<file path="src/rtl/pipeline_hazard_controller.sv">
// Pipeline hazard controller: load-use and branch-operand stalls, branch flush,
// and EX hold while a multi-cycle mul/div unit is busy, with a bounded wait.
module pipeline_hazard_controller #(
   parameter int MDU_TIMEOUT = 64
) (
   input  logic        clk,
   input  logic        rst,
   input  logic [4:0]  rs1_ID,
   input  logic [4:0]  rs2_ID,
   input  logic        uses_rs1_ID,
   input  logic        uses_rs2_ID,
   input  logic        is_branch_ID,
   input  logic        branch_taken_ID,
   input  logic [4:0]  rd_EX,
   input  logic [4:0]  rd_MEM,
   input  logic        MemRead_EX,
   input  logic        MemRead_MEM,
   input  logic        mdu_req_EX,
   input  logic        mdu_done,
   output logic        stall_IF,
   output logic        stall_ID,
   output logic        bubble_EX,
   output logic        flush_ID,
   output logic        hold_EX,
   output logic        bubble_MEM,
   output logic        mdu_start,
   output logic        mdu_timeout_err,
   output logic [15:0] stall_count
);

   typedef enum logic {RUN, MDU_BUSY} state_t;

   localparam logic [6:0] WAIT_LAST = 7'(MDU_TIMEOUT - 1);

   state_t      state_q, state_d;
   logic [6:0]  wait_q, wait_d;
   logic        err_d;
   logic        match_ex, match_mem, load_use, br_hazard;

   assign match_ex  = (rd_EX != 5'd0) &&
                      ((uses_rs1_ID && rd_EX == rs1_ID) || (uses_rs2_ID && rd_EX == rs2_ID));
   assign match_mem = (rd_MEM != 5'd0) &&
                      ((uses_rs1_ID && rd_MEM == rs1_ID) || (uses_rs2_ID && rd_MEM == rs2_ID));
   assign load_use  = MemRead_EX && match_ex;
   // ALU results forward into ID for branch compare; a load still in MEM does not.
   assign br_hazard = is_branch_ID && MemRead_MEM && match_mem;

   // NOTE: every output and next-state variable gets a default before the case,
   // so no path through the block leaves a value unassigned and no latch is inferred.
   always_comb begin
      state_d    = state_q;
      wait_d     = wait_q;
      err_d      = mdu_timeout_err;
      stall_IF   = 1'b0;
      stall_ID   = 1'b0;
      bubble_EX  = 1'b0;
      hold_EX    = 1'b0;
      bubble_MEM = 1'b0;
      mdu_start  = 1'b0;
      flush_ID   = 1'b0;
      if (!rst) begin
         unique case (state_q)
            RUN: begin
               if (mdu_req_EX) begin
                  mdu_start  = 1'b1;
                  stall_IF   = 1'b1;
                  stall_ID   = 1'b1;
                  hold_EX    = 1'b1;
                  bubble_MEM = 1'b1;
                  wait_d     = 7'd0;
                  state_d    = MDU_BUSY;
               end else begin
                  stall_IF  = load_use || br_hazard;
                  stall_ID  = load_use || br_hazard;
                  bubble_EX = load_use || br_hazard;
               end
            end
            MDU_BUSY: begin
               // Done wins over timeout; both release the hold in this same cycle.
               if (mdu_done) begin
                  state_d = RUN;
               end else if (wait_q == WAIT_LAST) begin
                  err_d   = 1'b1;
                  state_d = RUN;
               end else begin
                  stall_IF   = 1'b1;
                  stall_ID   = 1'b1;
                  hold_EX    = 1'b1;
                  bubble_MEM = 1'b1;
                  wait_d     = wait_q + 7'd1;
               end
            end
            default: state_d = RUN;
         endcase
         flush_ID = branch_taken_ID && !stall_ID;
      end
   end

   // NOTE: sequential state uses non-blocking assignments so every register
   // samples the pre-edge values regardless of statement order.
   always_ff @(posedge clk or posedge rst) begin
      if (rst) begin
         state_q         <= RUN;
         wait_q          <= 7'd0;
         mdu_timeout_err <= 1'b0;
         stall_count     <= 16'd0;
      end else begin
         state_q         <= state_d;
         wait_q          <= wait_d;
         mdu_timeout_err <= err_d;
         if (stall_IF && stall_count != 16'hFFFF)
            stall_count <= stall_count + 16'd1;
      end
   end

endmodule

</file>
<file path="config.mk">
export PLATFORM = sky130hd
export DESIGN_NAME = pipeline_hazard_controller
export DESIGN_NICKNAME = d
export VERILOG_FILES = /design/src/rtl/pipeline_hazard_controller.sv
export SDC_FILE = /design/constraint.sdc
export NUM_CORES = 1
export LEC_CHECK = 0
export CORE_MARGIN = 10
export CORE_UTILIZATION = 53
export CTS_CLUSTER_SIZE = 25
export DETAILED_ROUTE_END_ITERATION = 8
export DONT_BUFFER_PORTS = 1
export PLACE_DENSITY_LB_ADDON = 0.15
export SETUP_SLACK_MARGIN = 0.3
export SLEW_MARGIN = 20
export SYNTH_ARGS = -nofsm -noshare
export SYNTH_HDL_FRONTEND = slang
export SYNTH_SLANG_ARGS = --single-unit
</file>
<file path="constraint.sdc">
create_clock -name clk -period 2.57 [get_ports clk]
set_clock_uncertainty 0.05 [all_clocks]
set_input_delay 0.514 -clock clk [delete_from_list [all_inputs] [get_ports clk]]
set_output_delay 0.514 -clock clk [all_outputs]
set_load 0.01 [all_outputs]
</file>
==> Yosys cells after proc, flatten, opt, wreduce, memory -nomap -nowiden <==
Index checks and enable logic that the tools add are counted.
{ "totals": {"out_inout_bits": 24, "reg_bits": 25} }
{ "op_classes": {"reduce_logical": 19, "addsub": 2, "mux": 20, "eq_ne": 9, "bitwise_logic": 3} }
{ "op_table": {"columns": ["cell", "count"], "rows": [
  ["$mux 7", 3],
  ["$eq 5x5->1", 4],
  ["$add 16x1->16 const B", 1],
  ["$ne 16x16->1 const B", 1],
  ["$mux 1", 14],
  ["$pmux 7 s2", 1],
  ["$logic_and 1x1->1", 11],
  ["$reduce_bool 5->1", 2],
  ["$reduce_and 4->1", 2],
  ["$add 7x1->7 const B", 1],
  ["$eq 7x6->1 const B", 1],
  ["$ne 2x2->1 const B", 3],
  ["$pmux 1 s2", 2],
  ["$logic_or 1x1->1", 3],
  ["$not 1->1", 3],
  ["$logic_not 1->1", 1]
]} }

==> Depth between registers and ports, before layout <==
Gate-level depths: netlist (run 1).
{ "depth": {"depth_word": 12, "ltp_mapped": 9, "depth_no_buf": 8} }

==> Worst setup path before layout (run 1) <==
Ideal clock, no wire load.
{ "synth_path": {"path_kind": "input -> output", "start": "input port rd_EX[1]", "end": "output port flush_ID", "path_buffers": 0, "cell_stages": 6, "t_arrival_ps": 1822, "slack_ps": 184, "path_cell_list": "or4_1 -> nor2_1 -> nor3b_1 -> a22oi_4 -> nand2_1 -> nor3b_1"} }
{ "synth_via": {"elab_chain_cells": 12} }
{ "synth_rtl": {"columns": ["element", "line", "text"], "rows": [
  ["start: declaration", "14", "input logic [4:0] rd_EX,"],
  ["$eq 5x5->1", "41", "((uses_rs1_ID && rd_EX == rs1_ID) || (uses_rs2_ID && rd_EX == rs2_ID));"],
  ["$logic_and 1x1->1", "41", null],
  ["$logic_or 1x1->1", "41", null],
  ["$logic_and 1x1->1 (*)", "40", "assign match_ex = (rd_EX != 5'd0) &&"],
  ["$logic_and 1x1->1 (*)", "44", "assign load_use = MemRead_EX && match_ex;"],
  ["$logic_or 1x1->1 (*)", "74", "stall_ID = load_use || br_hazard;"],
  ["$mux 1 (*)", "64", "if (mdu_req_EX) begin"],
  ["$pmux 1 s2 (*)", "62", "unique case (state_q)"],
  ["$mux 1 (*)", "61", "if (!rst) begin"],
  ["$logic_not 1->1 (*)", "95", "flush_ID = branch_taken_ID && !stall_ID;"],
  ["$logic_and 1x1->1 (*)", "95", null],
  ["$mux 1 (*)", "61", null],
  ["end: declaration", "23", "output logic flush_ID,"]
]} }
Every way passes the cells marked *; elsewhere a longest branch is shown, timed or not. The select of a mux whose other input is x is not followed.

==> Final worst setup path (run 1) <==
{ "layout_path": {"start": "input port rd_EX[4]", "end": "output port bubble_EX"} }
{ "layout_via": {"elab_chain_cells": 9} }
{ "layout_rtl": {"columns": ["element", "line", "text"], "rows": [
  ["$eq 5x5->1", "41", null],
  ["$logic_and 1x1->1", "41", null],
  ["$logic_or 1x1->1", "41", null],
  ["$logic_and 1x1->1 (*)", "40", null],
  ["$logic_and 1x1->1 (*)", "44", null],
  ["$logic_or 1x1->1 (*)", "75", "bubble_EX = load_use || br_hazard;"],
  ["$mux 1 (*)", "64", null],
  ["$mux 1 (*)", "62", null],
  ["$mux 1 (*)", "61", null],
  ["end: declaration", "22", "output logic bubble_EX,"]
]} }
Every way passes the cells marked *; elsewhere a longest branch is shown, timed or not.

==> run_summary.xml, run 1 <==
<?xml version="1.0" encoding="UTF-8"?>
<metrics>
  <group name="placed_design">
    <metric name="port_buffers" unit="">0</metric>
    <metric name="detailedPlace.worstSlack" unit="ns">0.142</metric>
    <metric name="dp_hpwl" unit="µm">2750</metric>
    <metric name="numPlacedInstances" unit="">186</metric>
    <metric name="final_replace_weighted_congestion" unit="">0.734</metric>
  </group>
  <group name="sta">
    <metric name="hold_violations" unit="">0</metric>
    <metric name="timing.max_slew.rel_slack" unit="">0.655</metric>
    <metric name="unrepaired_setup_endpoints_after_global_routing" unit="">true</metric>
    <metric name="fin_setup_tns" unit="ns">0</metric>
    <metric name="fin_crit" unit="ns">2.30</metric>
    <metric name="final.period_utilization" unit="">0.893</metric>
    <metric name="worstMarginPinSlew" unit="ns">0.516</metric>
    <metric name="setup_viol_count_final" unit="">0</metric>
    <metric name="final_critical_path_setup_slack" unit="ns">0.275</metric>
    <metric name="slew_viols_final" unit="">0</metric>
    <metric name="max_clock_freq" unit="MHz">436</metric>
  </group>
  <group name="setup_path">
    <metric name="crit_path_start_kind" unit="">input pin</metric>
    <metric name="path_max_fanout" unit="">3</metric>
    <metric name="critPathTopFamily" unit="">simple AND/OR/NAND/NOR gates</metric>
    <metric name="regToRegSetupSlack" unit="ns">0.42</metric>
    <metric name="timing.rr.end" unit="">stall_count[1]</metric>
    <metric name="worst-endpoint-required" unit="ns">2.01</metric>
    <metric name="critical-path-slowest-cell" unit="">or4_4</metric>
    <metric name="crit-reg2reg-launch" unit="">stall_count[1]</metric>
    <metric name="critical_path_class" unit="">input pin to output port</metric>
    <metric name="setup.worst_path.end_class" unit="">output port</metric>
    <metric name="delay_of_the_slowest_critical_path_stage" unit="ns">0.53</metric>
    <metric name="cp_cell_sequence" unit="">or4_4, nor2_4, nor3b_2, a22oi_4, buf_6, nor3_1, buf_4</metric>
    <metric name="worst_ep_arrival_time" unit="ns">1.73</metric>
    <metric name="cp_num_buf_inv" unit="">2</metric>
    <metric name="ff2ff_path_depth" unit="">7</metric>
  </group>
  <group name="clocking">
    <metric name="tritoncts_clock_tree" unit="">done</metric>
    <metric name="ctsHtreeMaxLevel" unit="">1</metric>
    <metric name="cts.clk_slew.worst_paths" unit="ns">0.15</metric>
    <metric name="cts.sinks" unit="">25</metric>
    <metric name="ctsLongestPathBuffers" unit="">2</metric>
    <metric name="cts_buffers" unit="">3</metric>
    <metric name="ctsRootBufferMaster" unit="">clkbuf_4</metric>
    <metric name="insertion_delay_of_the_later_clocked_pin_in_the_worst_skew_pair" unit="ns">0.32</metric>
  </group>
  <group name="power">
    <metric name="internal_power" unit="µW">671</metric>
    <metric name="switching_fraction" unit="">0.347</metric>
    <metric name="p_comb_frac" unit="">0.286</metric>
    <metric name="power.sequential.fraction" unit="">0.538</metric>
    <metric name="pwr_density_cell" unit="nW/µm²">566</metric>
    <metric name="power.leakage" unit="µW">0.000779</metric>
    <metric name="vdd.ir_drop.worst" unit="mV">0.564</metric>
    <metric name="clkPwrFrac" unit="">0.176</metric>
    <metric name="power.switching" unit="µW">356</metric>
  </group>
  <group name="global_routing">
    <metric name="grt_antenna_before_repair" unit="">0</metric>
    <metric name="grt.overflow.total" unit="">0</metric>
    <metric name="first_pass_grt_wire_length" unit="µm">6040</metric>
    <metric name="grt_max_degree" unit="">28</metric>
    <metric name="via_count_of_the_first_global_routing_pass" unit="">1322</metric>
    <metric name="grt_use_total" unit="">0.137</metric>
  </group>
  <group name="drt">
    <metric name="vias" unit="">1208</metric>
    <metric name="drt_wl_total" unit="µm">3750</metric>
    <metric name="detail_route.drc_violations" unit="">0</metric>
    <metric name="detail_route.iter0.violations" unit="">32</metric>
    <metric name="drt-wirelength-per-cell" unit="µm">18.5</metric>
    <metric name="routed_via_density" unit="">5.95</metric>
    <metric name="antenna_violating_nets_post_route" unit="">0</metric>
    <metric name="drt_first_pass_iters" unit="">4</metric>
  </group>
  <group name="finish">
    <metric name="syn_to_final_growth" unit="%">19.2</metric>
    <metric name="final_layout_size_suffix_gt1_frac" unit="">0.262</metric>
    <metric name="antenna_cells" unit="">0</metric>
    <metric name="fin_nets" unit="">205</metric>
    <metric name="fin_cells" unit="">203</metric>
  </group>
  <group name="synthesis">
    <metric name="synth.cell_area" unit="µm²">1520</metric>
    <metric name="yosys.area.top_type" unit="">dfrtp_1</metric>
    <metric name="synth.top_cell.area_share" unit="">0.411</metric>
    <metric name="synth.yosys.warnings" unit="">0</metric>
    <metric name="yosys-top-cells-area" unit="">dfrtp_1 41%, xnor2_1 20%, nand4_1 4.9%, nand2_1 4.2%, nor2_1 3.0%</metric>
    <metric name="yosys_register_bits" unit="">25</metric>
    <metric name="post_synth_inst_count" unit="">154</metric>
    <metric name="postSynthAreaPerCell" unit="µm²">9.88</metric>
    <metric name="ys_seq_area_frac" unit="">0.411</metric>
    <metric name="synthDistinctLibCells" unit="">34</metric>
    <metric name="mappedNetlistNets" unit="">186</metric>
  </group>
  <group name="die">
    <metric name="fp.dieH" unit="µm">73.6</metric>
    <metric name="pin_count" unit="">54</metric>
    <metric name="floorplan.initialDensity" unit="">0.552</metric>
    <metric name="die_area" unit="µm²">5410</metric>
    <metric name="floorplan.die.width" unit="µm">73.6</metric>
    <metric name="fp.coreArea" unit="µm²">2760</metric>
    <metric name="fp-row-count" unit="">19</metric>
  </group>
  <group name="job">
    <metric name="max_cap_violations" unit="">0</metric>
  </group>
  <group name="outcome">
    <metric name="outcome" unit="">complete, no violations</metric>
  </group>
  <group name="worst_hold_path">
    <metric name="path_category_of_the_worst_min_delay_check" unit="">input pin to asynchronous set/reset pin</metric>
  </group>
</metrics>
==> synth_stat cells (all sizes together) <==
master and number:
xnor2 34, dfrtp 25, nand2 17, nand4 12
nor2 12, and3 7, nand3 6, xor2 5
buf 4, a21oi 3, nand2b 3, nor3 3
o21ai 3, and4 2, ha 2, mux2 2
nor3b 2, o22ai 2, a211oi 1, a21o 1
a22oi 1, a41o 1, and2 1, clkbuf 1
inv 1, nor4 1, o21a 1, or4 1
==> cell families (layout without fill, tap and decap cells) <==
family / after synthesis / count (layout) / share of synthesized area
buffers and inverters: 6 / 24 / 0.0255
muxes: 2 / 2 / 0.0148
and+or+nand+nor: 67 / 67 / 0.237
AOI/OAI and AO/OA: 13 / 13 / 0.0707
xor gates and xnor gates: 39 / 39 / 0.225
adders and majority gates: 2 / 2 / 0.0164
DFF: 25 / 25 / 0.411
==> flip-flops by register name (all words and copies together), names as in the netlist <==
| name | flops |
|---|---|
| mdu_timeout_err | 1 |
| stall_count | 16 |
| state_q | 1 |
| wait_q | 7 |
==> per-stage QoR <==
step / cell area [µm²] / hold slack [ns] / total power (µW) / utilization
after floorplan: 1530 / 0.422 / 711 / -
after global placement: 1580 / 0.451 / 764 / 0.571
after detailed placement: 1580 / 0.458 / 776 / 0.571
after CTS: 1740 / 0.0967 / 1000 / 0.632
after global routing: 1810 / 0.119 / 1090 / 0.657
final: 1810 / 0.105 / 1030 / 0.657
==> placed cells by master, fill, tap and decap left out, types with 2 or more instances in the layout <==
cell type  count
o22ai_1        2
a21oi_4        2
xor2_1         5
nand3_1        6
buf_4         15
clkbuf_4       3
buf_6          3
nand4_1       12
and3_4         2
nor2_1        10
dfrtp_1       25
mux2_2         2
xnor2_1       34
nand2_4        2
nand2b_1       3
and3_1         4
nand2_1       15
nor2_4         2
nor3_1         2
o21ai_0        3
==> power by group through the flow <==
stage | logic [µW] | clock network (µW) | registers, µW
2_1_floorplan | 169 | 0 | 542
3_3_place_gp | 213 | 0 | 552
3_5_place_dp | 222 | 0 | 554
4_1_cts | 267 | 187 | 546
5_1_grt | 328 | 201 | 565
6_report | 294 | 181 | 553
==> layout make-up <==
cell class,instances,area (µm²)
multi-input combinational,123,948
fill,227,945
sequential,25,626
timing repair buffer,19,166
tap,31,38.8
clock buffer,3,22.5
clock inverter,1,7.51
inverter,1,3.75
==> timing repair <==
action | CTS | global route
gates resized for setup | 17 | 5
setup endpoints to repair | 8 | 16
buffers inserted | 10 | 3
hold buffers | 0 | 0
pin swaps | 8 | 7
==> worst max path at each step <==
stage / startpoint / end / cells past startpoint
6_report: rd_EX[4] / bubble_EX / 7
5_1_grt: wait_q[4] / flush_ID / 6
4_1_cts: wait_q[1] / flush_ID / 7
3_5_place_dp: rd_EX[1] / flush_ID / 6
3_3_place_gp: rd_EX[1] / flush_ID / 6
2_1_floorplan: rd_EX[1] / flush_ID / 6
==> per-layer routing <==
layer	vias to the layer above	routed length (µm)	global-route usage
met1	563	1380	0.145
met3	10	483	0.0700
met4	0	65	0.0580
met5	-	0	0
met2	64	1820	0.225
li1	571	-	-
Power figures use the tool's default switching activity.
==> inputs of run 2 (changes only) <==
- CAP_MARGIN: default -> 10
==> results of run 2 <==
The final DEF is identical to that of run 1; final timing and power are the same.
